==> config.mk <==
export PLATFORM = sky130hd
export DESIGN_NAME = alu_arbiter_flat
export DESIGN_NICKNAME = d
export VERILOG_FILES = /design/src/rtl/alu_arbiter_pkg.sv /design/src/rtl/alu_arbiter_if.sv /design/src/rtl/alu_rr_picker.sv /design/src/rtl/alu_arbiter.sv /design/src/flat_wrapper.sv
export SDC_FILE = /design/constraint.sdc
export NUM_CORES = 1
export LEC_CHECK = 0
export ABC_AREA = 0
export CORE_AREA = 2 2 428 430
export CTS_BUF_LIST = sky130_fd_sc_hd__clkbuf_16
export DETAILED_ROUTE_END_ITERATION = 8
export DIE_AREA = 0 0 430 432
export GPL_ROUTABILITY_DRIVEN = 0
export PLACE_DENSITY = 0.34
export SYNTH_ARGS = -nofsm -noshare
export SYNTH_HDL_FRONTEND = slang
export SYNTH_HIERARCHICAL = 1
export SYNTH_SLANG_ARGS = --single-unit
export TNS_END_PERCENT = 5
==> constraint.sdc <==
create_clock -name clk -period 3.1 [get_ports clk]
set_clock_uncertainty 0.05 [all_clocks]
set_input_delay 0.62 -clock clk [delete_from_list [all_inputs] [get_ports clk]]
set_output_delay 0.62 -clock clk [all_outputs]
set_load 0.005 [all_outputs]
==> src/rtl/alu_arbiter_pkg.sv <==
// Purpose: shared widths, opcodes and FSM state type for the alu_core arbiter slice.
// Latency: n/a (declarations only).
// Backpressure: n/a.
package alu_arbiter_pkg;

  localparam int ALU_OP_W = 9;   // opcode width
  localparam int ALU_AB_W = 18;  // multiplier operand width
  localparam int ALU_C_W  = 48;  // addend / result width

  // Bit 8 selects DSP (pipelined MAC) mode; low codes select Taylor functions.
  localparam logic [ALU_OP_W-1:0] ALU_MODE_DSP = 9'h100;
  localparam logic [ALU_OP_W-1:0] ALU_FUNC_SIN = 9'h001;
  localparam logic [ALU_OP_W-1:0] ALU_FUNC_COS = 9'h002;
  localparam logic [ALU_OP_W-1:0] ALU_FUNC_INV = 9'h003;

  typedef enum logic [1:0] {
    ARB_IDLE  = 2'd0,
    ARB_OWN   = 2'd1,
    ARB_DRAIN = 2'd2
  } arb_state_e;

  function automatic logic is_dsp_op(input logic [ALU_OP_W-1:0] op);
    return op[8];
  endfunction

endpackage

==> src/rtl/alu_arbiter_if.sv <==
// Purpose: pipelined Wishbone-style ALU bus with N lanes (N=NREQ requester side, N=1 core side).
// Latency: n/a (wiring only).
// Backpressure: stall per lane; pl/pr are shared and qualified by the lane's ack.
// Signals: cyc/stb/op/al/bl/ar/br/cl/cr driven by master; ack/stall/pl/pr driven by slave.
interface alu_arbiter_if #(
  parameter int N = 1
);
  import alu_arbiter_pkg::*;

  logic [N-1:0]          cyc;
  logic [N-1:0]          stb;
  logic [N*ALU_OP_W-1:0] op;
  logic [N*ALU_AB_W-1:0] al;
  logic [N*ALU_AB_W-1:0] bl;
  logic [N*ALU_AB_W-1:0] ar;
  logic [N*ALU_AB_W-1:0] br;
  logic [N*ALU_C_W-1:0]  cl;
  logic [N*ALU_C_W-1:0]  cr;
  logic [N-1:0]          ack;
  logic [N-1:0]          stall;
  logic [ALU_C_W-1:0]    pl;
  logic [ALU_C_W-1:0]    pr;

  modport master (
    output cyc, stb, op, al, bl, ar, br, cl, cr,
    input  ack, stall, pl, pr
  );

  modport slave (
    input  cyc, stb, op, al, bl, ar, br, cl, cr,
    output ack, stall, pl, pr
  );

endinterface

==> src/rtl/alu_rr_picker.sv <==
// Purpose: round-robin pick of the first set request bit at or after ptr_i (wrapping).
// Latency: combinational.
// Backpressure: none; gnt_o is all-zero when no request is set.
// Ports: req_i request vector, ptr_i search start, gnt_o one-hot grant, idx_o granted index.
module alu_rr_picker #(
  parameter int NREQ = 4
) (
  input  logic [NREQ-1:0]         req_i,
  input  logic [$clog2(NREQ)-1:0] ptr_i,
  output logic [NREQ-1:0]         gnt_o,
  output logic [$clog2(NREQ)-1:0] idx_o
);
  localparam int IW = $clog2(NREQ);

  logic [31:0] pos;
  logic        found;

  always_comb begin
    gnt_o = '0;
    idx_o = '0;
    found = 1'b0;
    pos   = '0;
    for (int k = 0; k < NREQ; k++) begin
      pos = 32'((int'(ptr_i) + k) % NREQ);
      if (!found && req_i[pos[IW-1:0]]) begin
        found              = 1'b1;
        gnt_o[pos[IW-1:0]] = 1'b1;
        idx_o              = pos[IW-1:0];
      end
    end
  end

endmodule

==> src/rtl/alu_arbiter.sv <==
// Purpose: shares one alu_core among NREQ requesters, round-robin per Wishbone cycle.
// Latency: 1 cycle grant from IDLE; strobe/ack/stall paths are combinational through the owner mux.
// Backpressure: owner sees alu_core stall; every non-owner (and the owner while draining) sees stall=1.
// Ports: clk, reset (async, active-high), req_bus (requester lanes), alu_bus (to alu_core), arb_err (sticky).
module alu_arbiter #(
  parameter int NREQ = 4,
  parameter int OCW  = 3
) (
  input  logic          clk,
  input  logic          reset,
  alu_arbiter_if.slave  req_bus,
  alu_arbiter_if.master alu_bus,
  output logic          arb_err
);
  import alu_arbiter_pkg::*;

  localparam int IW = $clog2(NREQ);

  arb_state_e     state_q;
  logic [IW-1:0]  owner_q;
  logic [IW-1:0]  rr_ptr_q;
  logic [OCW-1:0] outst_q;
  logic [OCW-1:0] outst_d;
  logic           arb_err_q;
  logic           err_d;
  logic           alu_cycle_q;

  logic [NREQ-1:0] pick_gnt;
  logic [IW-1:0]   pick_idx;
  logic [IW-1:0]   owner_nxt;
  logic            owner_cyc;
  logic            strobe;
  logic            accept;
  logic            ack_ok;

  alu_rr_picker #(.NREQ(NREQ)) u_picker (
    .req_i (req_bus.cyc),
    .ptr_i (rr_ptr_q),
    .gnt_o (pick_gnt),
    .idx_o (pick_idx)
  );

  assign owner_cyc = req_bus.cyc[owner_q];
  // Strobes only pass while the owner still holds its cycle; DRAIN never strobes.
  assign strobe    = (state_q == ARB_OWN) && owner_cyc && req_bus.stb[owner_q];
  assign accept    = strobe && !alu_bus.stall[0];
  // An ack with nothing outstanding is spurious: not counted, not routed.
  assign ack_ok    = alu_bus.ack[0] && (outst_q != '0);
  assign owner_nxt = (owner_q == IW'(NREQ - 1)) ? '0 : owner_q + 1'b1;

  always_comb begin
    outst_d = outst_q;
    err_d   = 1'b0;
    if (alu_bus.ack[0] && (outst_q == '0)) begin
      err_d = 1'b1;
    end
    if (accept && !ack_ok) begin
      if (&outst_q) begin
        err_d = 1'b1;
      end else begin
        outst_d = outst_q + 1'b1;
      end
    end else if (!accept && ack_ok) begin
      outst_d = outst_q - 1'b1;
    end
  end

  always_ff @(posedge clk or posedge reset) begin
    if (reset) begin
      state_q     <= ARB_IDLE;
      owner_q     <= '0;
      rr_ptr_q    <= '0;
      outst_q     <= '0;
      arb_err_q   <= 1'b0;
      alu_cycle_q <= 1'b0;
    end else begin
      outst_q <= outst_d;
      if (err_d) begin
        arb_err_q <= 1'b1;
      end
      case (state_q)
        ARB_IDLE: begin
          if (|pick_gnt) begin
            owner_q     <= pick_idx;
            state_q     <= ARB_OWN;
            alu_cycle_q <= 1'b1;
          end
        end
        ARB_OWN: begin
          if (!owner_cyc) begin
            rr_ptr_q <= owner_nxt;
            // Judge completion on the post-ack count so a final ack this cycle frees the bus.
            if (outst_d == '0) begin
              state_q     <= ARB_IDLE;
              alu_cycle_q <= 1'b0;
            end else begin
              state_q <= ARB_DRAIN;
            end
          end
        end
        ARB_DRAIN: begin
          if (outst_d == '0) begin
            state_q     <= ARB_IDLE;
            alu_cycle_q <= 1'b0;
          end
        end
        default: begin
          state_q     <= ARB_IDLE;
          alu_cycle_q <= 1'b0;
        end
      endcase
    end
  end

  // alu_core ORs its own Taylor-engine traffic onto these buses, so they must be zero when idle.
  assign alu_bus.cyc[0] = alu_cycle_q;
  assign alu_bus.stb[0] = strobe;
  assign alu_bus.op     = strobe ? req_bus.op[owner_q*ALU_OP_W +: ALU_OP_W] : '0;
  assign alu_bus.al     = strobe ? req_bus.al[owner_q*ALU_AB_W +: ALU_AB_W] : '0;
  assign alu_bus.bl     = strobe ? req_bus.bl[owner_q*ALU_AB_W +: ALU_AB_W] : '0;
  assign alu_bus.ar     = strobe ? req_bus.ar[owner_q*ALU_AB_W +: ALU_AB_W] : '0;
  assign alu_bus.br     = strobe ? req_bus.br[owner_q*ALU_AB_W +: ALU_AB_W] : '0;
  assign alu_bus.cl     = strobe ? req_bus.cl[owner_q*ALU_C_W +: ALU_C_W] : '0;
  assign alu_bus.cr     = strobe ? req_bus.cr[owner_q*ALU_C_W +: ALU_C_W] : '0;

  always_comb begin
    req_bus.ack = '0;
    if ((state_q != ARB_IDLE) && ack_ok) begin
      req_bus.ack[owner_q] = 1'b1;
    end
  end

  always_comb begin
    req_bus.stall = '1;
    if (state_q == ARB_OWN) begin
      req_bus.stall[owner_q] = alu_bus.stall[0];
    end
  end

  assign req_bus.pl = alu_bus.pl;
  assign req_bus.pr = alu_bus.pr;
  assign arb_err    = arb_err_q;

endmodule

==> src/flat_wrapper.sv <==
// flat-port wrapper written by rule: the top's interface ports become plain ports
module alu_arbiter_flat import alu_arbiter_pkg::*;
#(
  parameter int NREQ = 4,
  parameter int OCW  = 3
)
  (clk, reset, arb_err, req_bus_cyc, req_bus_stb, req_bus_op, req_bus_al, req_bus_bl, req_bus_ar, req_bus_br, req_bus_cl, req_bus_cr, req_bus_ack, req_bus_stall, req_bus_pl, req_bus_pr, alu_bus_cyc, alu_bus_stb, alu_bus_op, alu_bus_al, alu_bus_bl, alu_bus_ar, alu_bus_br, alu_bus_cl, alu_bus_cr, alu_bus_ack, alu_bus_stall, alu_bus_pl, alu_bus_pr);
  alu_arbiter_if #(.N(NREQ)) req_bus_i ();
  alu_arbiter_if #(.N(1)) alu_bus_i ();
  input  logic clk;
  input  logic reset;
  output logic arb_err;
  input wire logic [$bits(req_bus_i.cyc)-1:0] req_bus_cyc;
  input wire logic [$bits(req_bus_i.stb)-1:0] req_bus_stb;
  input wire logic [$bits(req_bus_i.op)-1:0] req_bus_op;
  input wire logic [$bits(req_bus_i.al)-1:0] req_bus_al;
  input wire logic [$bits(req_bus_i.bl)-1:0] req_bus_bl;
  input wire logic [$bits(req_bus_i.ar)-1:0] req_bus_ar;
  input wire logic [$bits(req_bus_i.br)-1:0] req_bus_br;
  input wire logic [$bits(req_bus_i.cl)-1:0] req_bus_cl;
  input wire logic [$bits(req_bus_i.cr)-1:0] req_bus_cr;
  output wire logic [$bits(req_bus_i.ack)-1:0] req_bus_ack;
  output wire logic [$bits(req_bus_i.stall)-1:0] req_bus_stall;
  output wire logic [$bits(req_bus_i.pl)-1:0] req_bus_pl;
  output wire logic [$bits(req_bus_i.pr)-1:0] req_bus_pr;
  output wire logic [$bits(alu_bus_i.cyc)-1:0] alu_bus_cyc;
  output wire logic [$bits(alu_bus_i.stb)-1:0] alu_bus_stb;
  output wire logic [$bits(alu_bus_i.op)-1:0] alu_bus_op;
  output wire logic [$bits(alu_bus_i.al)-1:0] alu_bus_al;
  output wire logic [$bits(alu_bus_i.bl)-1:0] alu_bus_bl;
  output wire logic [$bits(alu_bus_i.ar)-1:0] alu_bus_ar;
  output wire logic [$bits(alu_bus_i.br)-1:0] alu_bus_br;
  output wire logic [$bits(alu_bus_i.cl)-1:0] alu_bus_cl;
  output wire logic [$bits(alu_bus_i.cr)-1:0] alu_bus_cr;
  input wire logic [$bits(alu_bus_i.ack)-1:0] alu_bus_ack;
  input wire logic [$bits(alu_bus_i.stall)-1:0] alu_bus_stall;
  input wire logic [$bits(alu_bus_i.pl)-1:0] alu_bus_pl;
  input wire logic [$bits(alu_bus_i.pr)-1:0] alu_bus_pr;
  assign req_bus_i.cyc = req_bus_cyc;
  assign req_bus_i.stb = req_bus_stb;
  assign req_bus_i.op = req_bus_op;
  assign req_bus_i.al = req_bus_al;
  assign req_bus_i.bl = req_bus_bl;
  assign req_bus_i.ar = req_bus_ar;
  assign req_bus_i.br = req_bus_br;
  assign req_bus_i.cl = req_bus_cl;
  assign req_bus_i.cr = req_bus_cr;
  assign req_bus_ack = req_bus_i.ack;
  assign req_bus_stall = req_bus_i.stall;
  assign req_bus_pl = req_bus_i.pl;
  assign req_bus_pr = req_bus_i.pr;
  assign alu_bus_cyc = alu_bus_i.cyc;
  assign alu_bus_stb = alu_bus_i.stb;
  assign alu_bus_op = alu_bus_i.op;
  assign alu_bus_al = alu_bus_i.al;
  assign alu_bus_bl = alu_bus_i.bl;
  assign alu_bus_ar = alu_bus_i.ar;
  assign alu_bus_br = alu_bus_i.br;
  assign alu_bus_cl = alu_bus_i.cl;
  assign alu_bus_cr = alu_bus_i.cr;
  assign alu_bus_i.ack = alu_bus_ack;
  assign alu_bus_i.stall = alu_bus_stall;
  assign alu_bus_i.pl = alu_bus_pl;
  assign alu_bus_i.pr = alu_bus_pr;
  alu_arbiter #(.NREQ(NREQ), .OCW(OCW)) u_core (.clk(clk), .reset(reset), .req_bus(req_bus_i), .alu_bus(alu_bus_i), .arb_err(arb_err));
endmodule
# Word-level counts from Yosys, hierarchy flattened
# Cells that the tools add are included.
classes:
  add_sub_neg: 6
  mul: 3
  order_cmp: 10
  n_eq_ne: 6
  shifts: 7
  mux: 58
  bitwise_logic: 6
  reduce_logical: 33
op_table:
  columns: ["op", "count"]
  rows:
  - ["192-bit by 9-bit variable part select with 48-bit output", 2]
  - ["72-bit by 8-bit variable part select with 18-bit output", 4]
  - ["48-bit 2-to-1 mux", 2]
  - ["18-bit 2-to-1 mux", 4]
  - ["36-bit by 7-bit variable part select with 9-bit output", 1]
  - ["4-bit 2-to-1 mux", 6]
  - ["1-bit 2-to-1 mux", 20]
  - ["2-bit 2-to-1 mux", 9]
  - ["1-bit logical AND", 16]
  - ["4-bit OR", 4]
  - ["2-bit by 3-bit less-than comparator with 1-bit output, second input constant", 5]
  - ["1-bit binary-select mux with 2-bit select", 6]
  - ["2-bit by 4-bit multiplier with 6-bit output, second input constant", 2]
  - ["1-bit demux with 2-bit select", 5]
  - ["2-bit by 1-bit >= comparator with 1-bit output, second input constant", 5]
  - ["3-bit 2-to-1 mux", 3]
  - ["9-bit 2-to-1 mux", 1]
  - ["1-bit zero test", 6]
  - ["3-bit zero test", 2]
  - ["2-bit one-hot mux with 3 select lines", 1]
  - ["2-bit AND reduction", 3]
  - ["3-bit AND reduction", 2]
  - ["2-bit by 1-bit adder with 2-bit output, second input constant", 2]
  - ["2-bit adder, second input constant", 2]
  - ["other kinds (14)", 16]
totals:
  register_bits: 11
  in_bits: 816
  out_inout_bits: 284
  wordCells: 135

# Depth between registers and ports, before layout
# Gate-level depths: netlist of the first run.
depth:
  depth_word: 15
  depth_mapped: 14
  depth_no_buf: 13

# Hierarchy
# The synthesis of the first run kept the hierarchy.
by_module_without_submodules:
  columns: ["module", "instances", "cells_each", "area_per_inst_um2", "seq_area_each_um2"]
  rows:
  - ["alu_arbiter", 1, 645, 7163.1, 275.3]
  - ["alu_rr_picker", 1, 46, 419.2, 0.0]

# Worst setup path after synthesis of the first run
# No wires, ideal clock.
synth_timing:
  path_kind: "flip-flop to flip-flop"
  startpoint: "reg u_core.rr_ptr_q[0]"
  endpoint: "reg u_core.alu_cycle_q (netlist: u_core/alu_bus.cyc)"
  setup_ns: 0.071
  t_arrival_ns: 2.786
  required_time_ns: 2.979
  path_slack_ns: 0.193
  path_stages_with_launch: 14
  path_buffers: 1
  synth_period_minus_slack_ns: 2.907
  path_cell_list: "dfrtp_1 buf_2 inv_1 ha_1 mux4_2 nor3_4 a22oi_1 o21ai_1 nor4_1 a22oi_1 nand2_1 a211oi_1 mux2i_1 nand4_1"
synth_via:
  elab_chain_cells: 15
  word_cells_on_any_way: 50
  cone_classes: "add/sub (3); order compare (8); eq/ne (1); mux (23); bitwise (3); reduce/logical (12)"
synth_rtl:
  columns: ["item", "line_no", "rtl"]
  rows:
  - ["start, declared", "alu_arbiter.sv:21", "logic [IW-1:0] rr_ptr_q;"]
  - ["start signal, assigned", "alu_arbiter.sv:91", "rr_ptr_q <= owner_nxt;"]
  - ["parallel branches: the longest is 11 deep, another holds 2-bit by 3-bit less-than comparator with 1-bit output", null, null]
  - ["4-bit 2-to-1 mux *", "alu_rr_picker.sv:25", "if (!found && req_i[pos[IW-1:0]]) begin"]
  - ["named net u_core.pick_gnt[1]", "alu_arbiter.sv:28", "logic [NREQ-1:0] pick_gnt;"]
  - ["4-bit OR reduction *", "alu_arbiter.sv:83", "if (|pick_gnt) begin"]
  - ["2-bit by 1-bit inequality test with 1-bit output (no line) *", null, null]
  - ["2-bit AND reduction (no line) *", null, null]
  - ["end signal, assigned", "alu_arbiter.sv:86", "alu_cycle_q <= 1'b1;"]
  - ["end signal, assigned", "alu_arbiter.sv:95", "alu_cycle_q <= 1'b0;"]
  - ["end signal, assigned", "alu_arbiter.sv:104", "alu_cycle_q <= 1'b0;"]
  - ["end, declared", "alu_arbiter.sv:26", "logic alu_cycle_q;"]
# Mark *: on every way through the listed nets, which the timed path passes. The select of a mux whose other input is x is not followed.
# A chain may end at the register's enable or synchronous reset.

# Worst setup path after layout of the first run
layout_timing:
  startpoint: "in req_bus_cyc[0]"
  endpoint: "out alu_bus_cr[22]"
layout_via:
  elab_chain_cells: 5
layout_rtl:
  columns: ["item", "line_no", "rtl"]
  rows:
  - ["start, declared", "flat_wrapper.sv:13", "input wire logic [$bits(req_bus_i.cyc)-1:0] req_bus_cyc;"]
  - ["1-bit binary-select mux with 2-bit select", "alu_arbiter.sv:43", "assign owner_cyc = req_bus.cyc[owner_q];"]
  - ["1-bit 2-to-1 mux (implied by the code)", "alu_arbiter.sv:43", null]
  - ["1-bit logical AND (2 in a row)", "alu_arbiter.sv:45", "assign strobe = (state_q == ARB_OWN) && owner_cyc && req_bus.stb[owner_q];"]
  - ["48-bit 2-to-1 mux", "alu_arbiter.sv:124", "assign alu_bus.cr = strobe ? req_bus.cr[owner_q*ALU_C_W +: ALU_C_W] : '0;"]
  - ["end, declared", "flat_wrapper.sv:34", "output wire logic [$bits(alu_bus_i.cr)-1:0] alu_bus_cr;"]
# No other way between the ends. The select of a mux whose other input is x is not followed.

==> flow_metrics.tcl, run 1 <==
set metrics [dict create \
    cts.clk_slew.worst_paths_ns 0.04 \
    synth_cells 691 \
    dp_slack_ns -0.580 \
    relSlewSlack_pct 60.9 \
    synth_fa_ha_area_share_pct 2.48 \
    synth-xor-area-share_pct 0.116 \
    rows 157 \
    grt_max_degree 100 \
    dr.pass1.iters 4 \
    layout.cells.non_filler 3895 \
    mostFrequentLayoutCells "clkdlybuf4s50_1 (722), mux4_2 (182), and3_1 (150)" \
    fin_hold_ws_ns 0.483 \
    worstPathArrival_ns 2.55 \
    ys_ff_latch 11 \
    grt_remaining_overflow 0 \
    power.density_mw_per_mm2 555 \
    min_period_ns 3.22 \
    setup_violations 36 \
    coreArea_mm2 0.182 \
    power.total_mw 10.9 \
    yosys.area_share.simple_pct 19.3 \
    crit_path_end_kind "output port" \
    cts_max_level 1 \
    netlist_area_mm2 0.00758 \
    finalHoldViolations 0 \
    rsz0062_at_grt "yes" \
    crit_type "primary input to output port" \
    drc_errors 0 \
    num_vias 10286 \
    tightest_slew_ns 0.586 \
    portBuffers 907 \
    fmax_ghz 0.310 \
    totalWireLength_mm 103 \
    cts_inserted_buffers 3 \
    ys_types 50 \
    first_global_vias 10850 \
    syn_area_per_cell_um2 11.0 \
    required_ns 2.43 \
    dp_hpwl_mm 93.7 \
    finalCritPeriodShare_pct 104 \
    ir_drop_uv 346 \
    clock_sinks 11 \
    ios 1100 \
    dieArea_mm2 0.186 \
    cts_tree "done" \
    final_layout_size_suffix_gt1_share_pct 26.3 \
    hold_class "register to register" \
    ys_warn_count 6 \
    status "finished, violations left" \
    first_iter_violations 612 \
    wl_per_cell_um 26.3 \
    layout_setup_ws_ns -0.121 \
    maxCapViolCount 0 \
    muxShareOfSynthArea_pct 55.7 \
    drv_slew 0 \
    clockBufferDepth 2 \
    synth-compound-area-share_pct 3.98 \
    antenna_found_initial 78 \
    area_growth_syn_to_layout_pct 160 \
    violations "setup timing" \
    clk_latency_ns 0.25 \
    final_common_cell "clkdlybuf4s50_1" \
    viasPerCell 2.64 \
    nNetsFinal 2329 \
    die_w_um 430 \
    ant_nets 0 \
    leakagePower_nw 7.42 \
    crit_fanout 26 \
    die_h_um 432 \
    synth.net_count 1522 \
    dp_cells 3867 \
    cts_root_buf "clkbuf_16" \
    synth_top_family_by_area "multiplexers" \
    critPathLaunchType "primary input" \
    start_util_pct 4.17 \
    yosysSeqAreaShare_pct 3.63 \
    grt_usage_pct 10.5 \
    grt_pass1_wl_mm 126 \
]
[routing by layer]
| layer | vias to the layer above | part of all wire (%) | global-route usage, % | wire [um] |
|---|---|---|---|---|
| li1 | 4346 | - | - | - |
| met1 | 5097 | 36 | 11.6 | 37300 |
| met2 | 665 | 50 | 18.8 | 51600 |
| met3 | 142 | 11 | 4.50 | 11400 |
| met4 | 36 | 2.0 | 2.11 | 2010 |
| met5 | - | 0.22 | 0 | 228 |
[cell families (layout without fill, tap and decap cells)]
kind of cell    after synthesis  count (layout)
compound gates               40              40
mux                         191             191
other cells                   0              13
flops                        11              11
buf+inv                     192             998
fa+ha+maj                    15              15
xor+xnor                      1               1
simple gates                241             241
[flip-flops by register name (all words and copies together), names as in the netlist]
register / cells
u_core/outst_q: 3
u_core/state_q: 2
u_core/owner_q: 2
u_core/rr_ptr_q: 2
u_core/alu_bus.cyc: 1
u_core/arb_err: 1
[area by class of cell]
cell class / count / area [um2]
timing repair buffer: 981 / 9960
clock inverter: 1 / 3.75
antenna: 13 / 32.5
tap: 2385 / 2980
sequential: 11 / 283
multi-input combinational: 488 / 6350
fill: 20850 / 162000
inverter: 13 / 51.3
clock buffer: 3 / 75.1
[where the power goes]
| group | total, mW | internal (mW) | switching [mW] |
|---|---|---|---|
| Combinational | 10.4 | 5.30 | 5.10 |
| Clock | 0.241 | 0.170 | 0.0712 |
| Sequential | 0.305 | 0.224 | 0.0816 |
| Total | 10.9 | 5.69 | 5.25 |
[worst max-delay path, cell delays in order]
cell	delay [ns]
buf_6	0.09
and2_4	0.14
mux4_4	0.71
buf_12	0.21
buf_4	0.14
buf_12	0.15
and3_1	0.19
dlygate4sd2_1	0.26
[path summary, 6_finish.rpt]
path	from	endpoint	slack, ns	cells after the start
hold reg to reg	u_core/arb_err	u_core/arb_err	0.48	1
hold / removal	u_core/arb_err	u_core/arb_err	0.48	1
max in group asynchronous	reset	u_core/owner_q[0]	1.90	2
min in group asynchronous	reset	u_core/outst_q[0]	0.72	2
setup reg to reg	u_core/rr_ptr_q[0]	u_core/state_q[0]	0.39	13
setup / recovery	req_bus_cyc[0]	alu_bus_cr[22]	-0.12	8
[metrics by stage]
stage	utilization, %	TNS, ns	cell area [um2]
after floorplan	-	0	7580
after global placement	10.7	-76.55	19400
after detailed placement	10.7	-76.52	19400
after CTS	10.8	-1.38	19600
after global routing	10.8	-3.81	19700
final	10.9	-2.32	19700
[synth_stat cells, drive strengths merged]
master | number | area (um2)
mux4 | 184 | 4150
and3 | 178 | 1110
buf | 119 | 848
clkbuf | 60 | 225
nand2 | 22 | 82.6
ha | 15 | 188
inv | 13 | 48.8
dfrtp | 11 | 275
and2 | 10 | 62.6
o21ai | 10 | 50.0
a22oi | 9 | 67.6
nor2 | 9 | 33.8
nand2b | 7 | 51.3
a21oi | 5 | 36.3
nor3 | 5 | 41.3
mux2i | 4 | 40.0
a211oi | 3 | 40.0
mux2 | 3 | 33.8
a31oi | 2 | 12.5
and4 | 2 | 20.0
nand3b | 2 | 15.0
nor2b | 2 | 20.0
o21bai | 2 | 15.0
o31ai | 2 | 15.0
a21o | 1 | 8.76
a22o | 1 | 8.76
a32oi | 1 | 8.76
nand3 | 1 | 5.00
nand4 | 1 | 6.26
nor3b | 1 | 7.51
nor4 | 1 | 6.26
o21a | 1 | 7.51
o221ai | 1 | 8.76
o22ai | 1 | 6.26
o41ai | 1 | 16.3
xnor2 | 1 | 8.76
[what timing repair did]
item                                    in CTS  in global routing
pin swaps                                    4                  0
endpoints found under the setup margin     181                 73
resized for setup                          212                 88
setup buffers                                4                  3
cloned                                       4                  0
hold buffers                                 0                  0
Power figures use the tool's default switching activity.
==> run 2: changes to the inputs <==
- GPL_ROUTABILITY_DRIVEN: 0 -> not set
==> flow_metrics.tcl, run 2 (synthesis results as in run 1) <==
set metrics [dict create \
    status "finished, violations left" \
    violations "setup timing" \
    pwr-share-seq_pct 2.7 \
    rrSetupSlack_ns 0.33 \
    switchingPower_mw 5.33 \
    critPathLaunchType "primary input" \
    routabilityCongestion 0.870 \
    clk_latency_ns 0.25 \
    crit_type "primary input to output port" \
    ant_nets 0 \
    finalHoldViolations 0 \
    relSlewSlack_pct 60.8 \
    final_util_pct 10.9 \
    num_vias 10328 \
    clockBufferDepth 2 \
    setup_violations 1 \
    grt_remaining_overflow 0 \
    dp_hpwl_mm 95.2 \
    fin_hold_ws_ns 0.480 \
    area_growth_syn_to_layout_pct 161 \
    first_iter_violations 482 \
    largest_register_ffs 3 \
    required_ns 2.43 \
    power.density_mw_per_mm2 561 \
    totalWireLength_mm 104 \
    cts_tree "done" \
    grt_max_degree 98 \
    cts_max_level 1 \
    grt_usage_pct 10.7 \
    ir_drop_uv 256 \
    maxCapViolCount 0 \
    portBuffers 907 \
    nNetsFinal 2342 \
    antenna_found_initial 77 \
    layout_setup_ws_ns -0.0262 \
    drc_errors 0 \
    final_layout_size_suffix_gt1_share_pct 27.0 \
    ios 1100 \
    first_global_vias 11032 \
    die_w_um 430 \
    start_util_pct 4.17 \
    p_comb_share_pct 95.1 \
    finalCritPeriodShare_pct 101 \
    coreArea_mm2 0.182 \
    crit_chain "buf_6, and2_4, mux4_4, buf_12, buf_12, buf_16, buf_4, and3_1, buf_2" \
    p_clk_share_pct 2.2 \
    power.total_mw 11.1 \
    rows 157 \
    fmax_ghz 0.320 \
    worstPathArrival_ns 2.46 \
    crit_fanout 7 \
    crit_path_end_kind "output port" \
    cts_inserted_buffers 3 \
    p_int_mw 5.77 \
    clock_sinks 11 \
    die_h_um 432 \
    p_sw_share_pct 48.0 \
    min_period_ns 3.13 \
    rsz0062_at_grt "yes" \
    crit_path_top_delay_cell "mux4_4" \
    mostFrequentLayoutCells "clkdlybuf4s50_1 (717), mux4_2 (182), and3_1 (161)" \
    cts.clk_slew.worst_paths_ns 0.04 \
    dieArea_mm2 0.186 \
    viasPerCell 2.64 \
    wl_per_cell_um 26.7 \
    cp_common_cell "buf_12" \
    grt_pass1_wl_mm 129 \
    max_stage_delay_ns 0.64 \
    cts_root_buf "clkbuf_16" \
    final_common_cell "clkdlybuf4s50_1" \
    largest_register "u_core/outst_q" \
    drv_slew 0 \
    leakagePower_nw 7.37 \
    cts_hold_buf 0 \
    dr.pass1.iters 5 \
    tightest_slew_ns 0.588 \
    hold_class "register to register" \
]
## run 2: cell types whose count changed in the layout (fill, tap and decap cells not counted), sizes merged, moves of 5 or more
cell,before,now
clkdlybuf4s50,722,717
clkbuf,29,35
buf,131,150
clkdlybuf4s15,7,39
dlygate4sd2,89,51
## run 2: worst paths after layout
path	startpoint	to	cells past startpoint
min reg2reg	u_core/arb_err	u_core/arb_err	1
max in group asynchronous	reset	u_core/owner_q[1]	2
max reg2reg	u_core/rr_ptr_q[1]	u_core/state_q[0]	13
min in group asynchronous	reset	u_core/owner_q[0]	2
max	req_bus_cyc[0]	alu_bus_al[1]	9
min	u_core/arb_err	u_core/arb_err	1
## run 2: metal layers
metal  vias up  share of wire, %  GRT usage [%]
met5         -              0.13              0
met1      5103                37           12.1
met4        24               2.1           2.12
met3       144               9.9           4.00
met2       678                50           19.3
li1       4379                 -              -
## run 2: through the flow
| step | instance area [um2] | cells | TNS, ns | setup slack (ns) |
|---|---|---|---|---|
| finish | 19800 | 3909 | -0.0262 | -0.0262 |
| global route | 19700 | 3897 | -0.312 | -0.0517 |
| CTS | 19800 | 3894 | -1.40 | -0.144 |
| detailed placement | 19500 | 3875 | -78.26 | -0.587 |
| global placement | 19500 | 3875 | -81.82 | -0.599 |
| floorplan | 7580 | 691 | 0 | 0.193 |
## run 2: power by group through the flow
stage,Combinational (mW),Clock (mW),Sequential (mW)
after detailed placement,10.6,0,0.302
after global routing,11.3,0.252,0.313
after global placement,10.6,0,0.302
after floorplan,5.05,0,0.275
final,10.6,0.240,0.301
after CTS,10.9,0.246,0.303
## run 2: cell type report
class	instances	area [um2]
clock buffer	3	75.1
multi-input combinational	488	6290
tap	2385	2980
antenna	14	35.0
inverter	13	51.3
sequential	11	283
fill	20827	162000
timing repair buffer	994	10000
clock inverter	1	3.75
## run 2: repair_timing
action / 4_1_cts / 5_1_grt
pin swaps: 4 / 0
endpoints found under the setup margin: 181 / 104
setup buffers: 10 / 2
cloned: 5 / 0
gates resized for setup: 280 / 78
## run 2: worst max-delay path, delay by kind of cell
kind                   cells  cell delay, ns
buffers and inverters      6            0.85
multiplexers               1            0.64
AND/OR/NAND/NOR            2            0.29
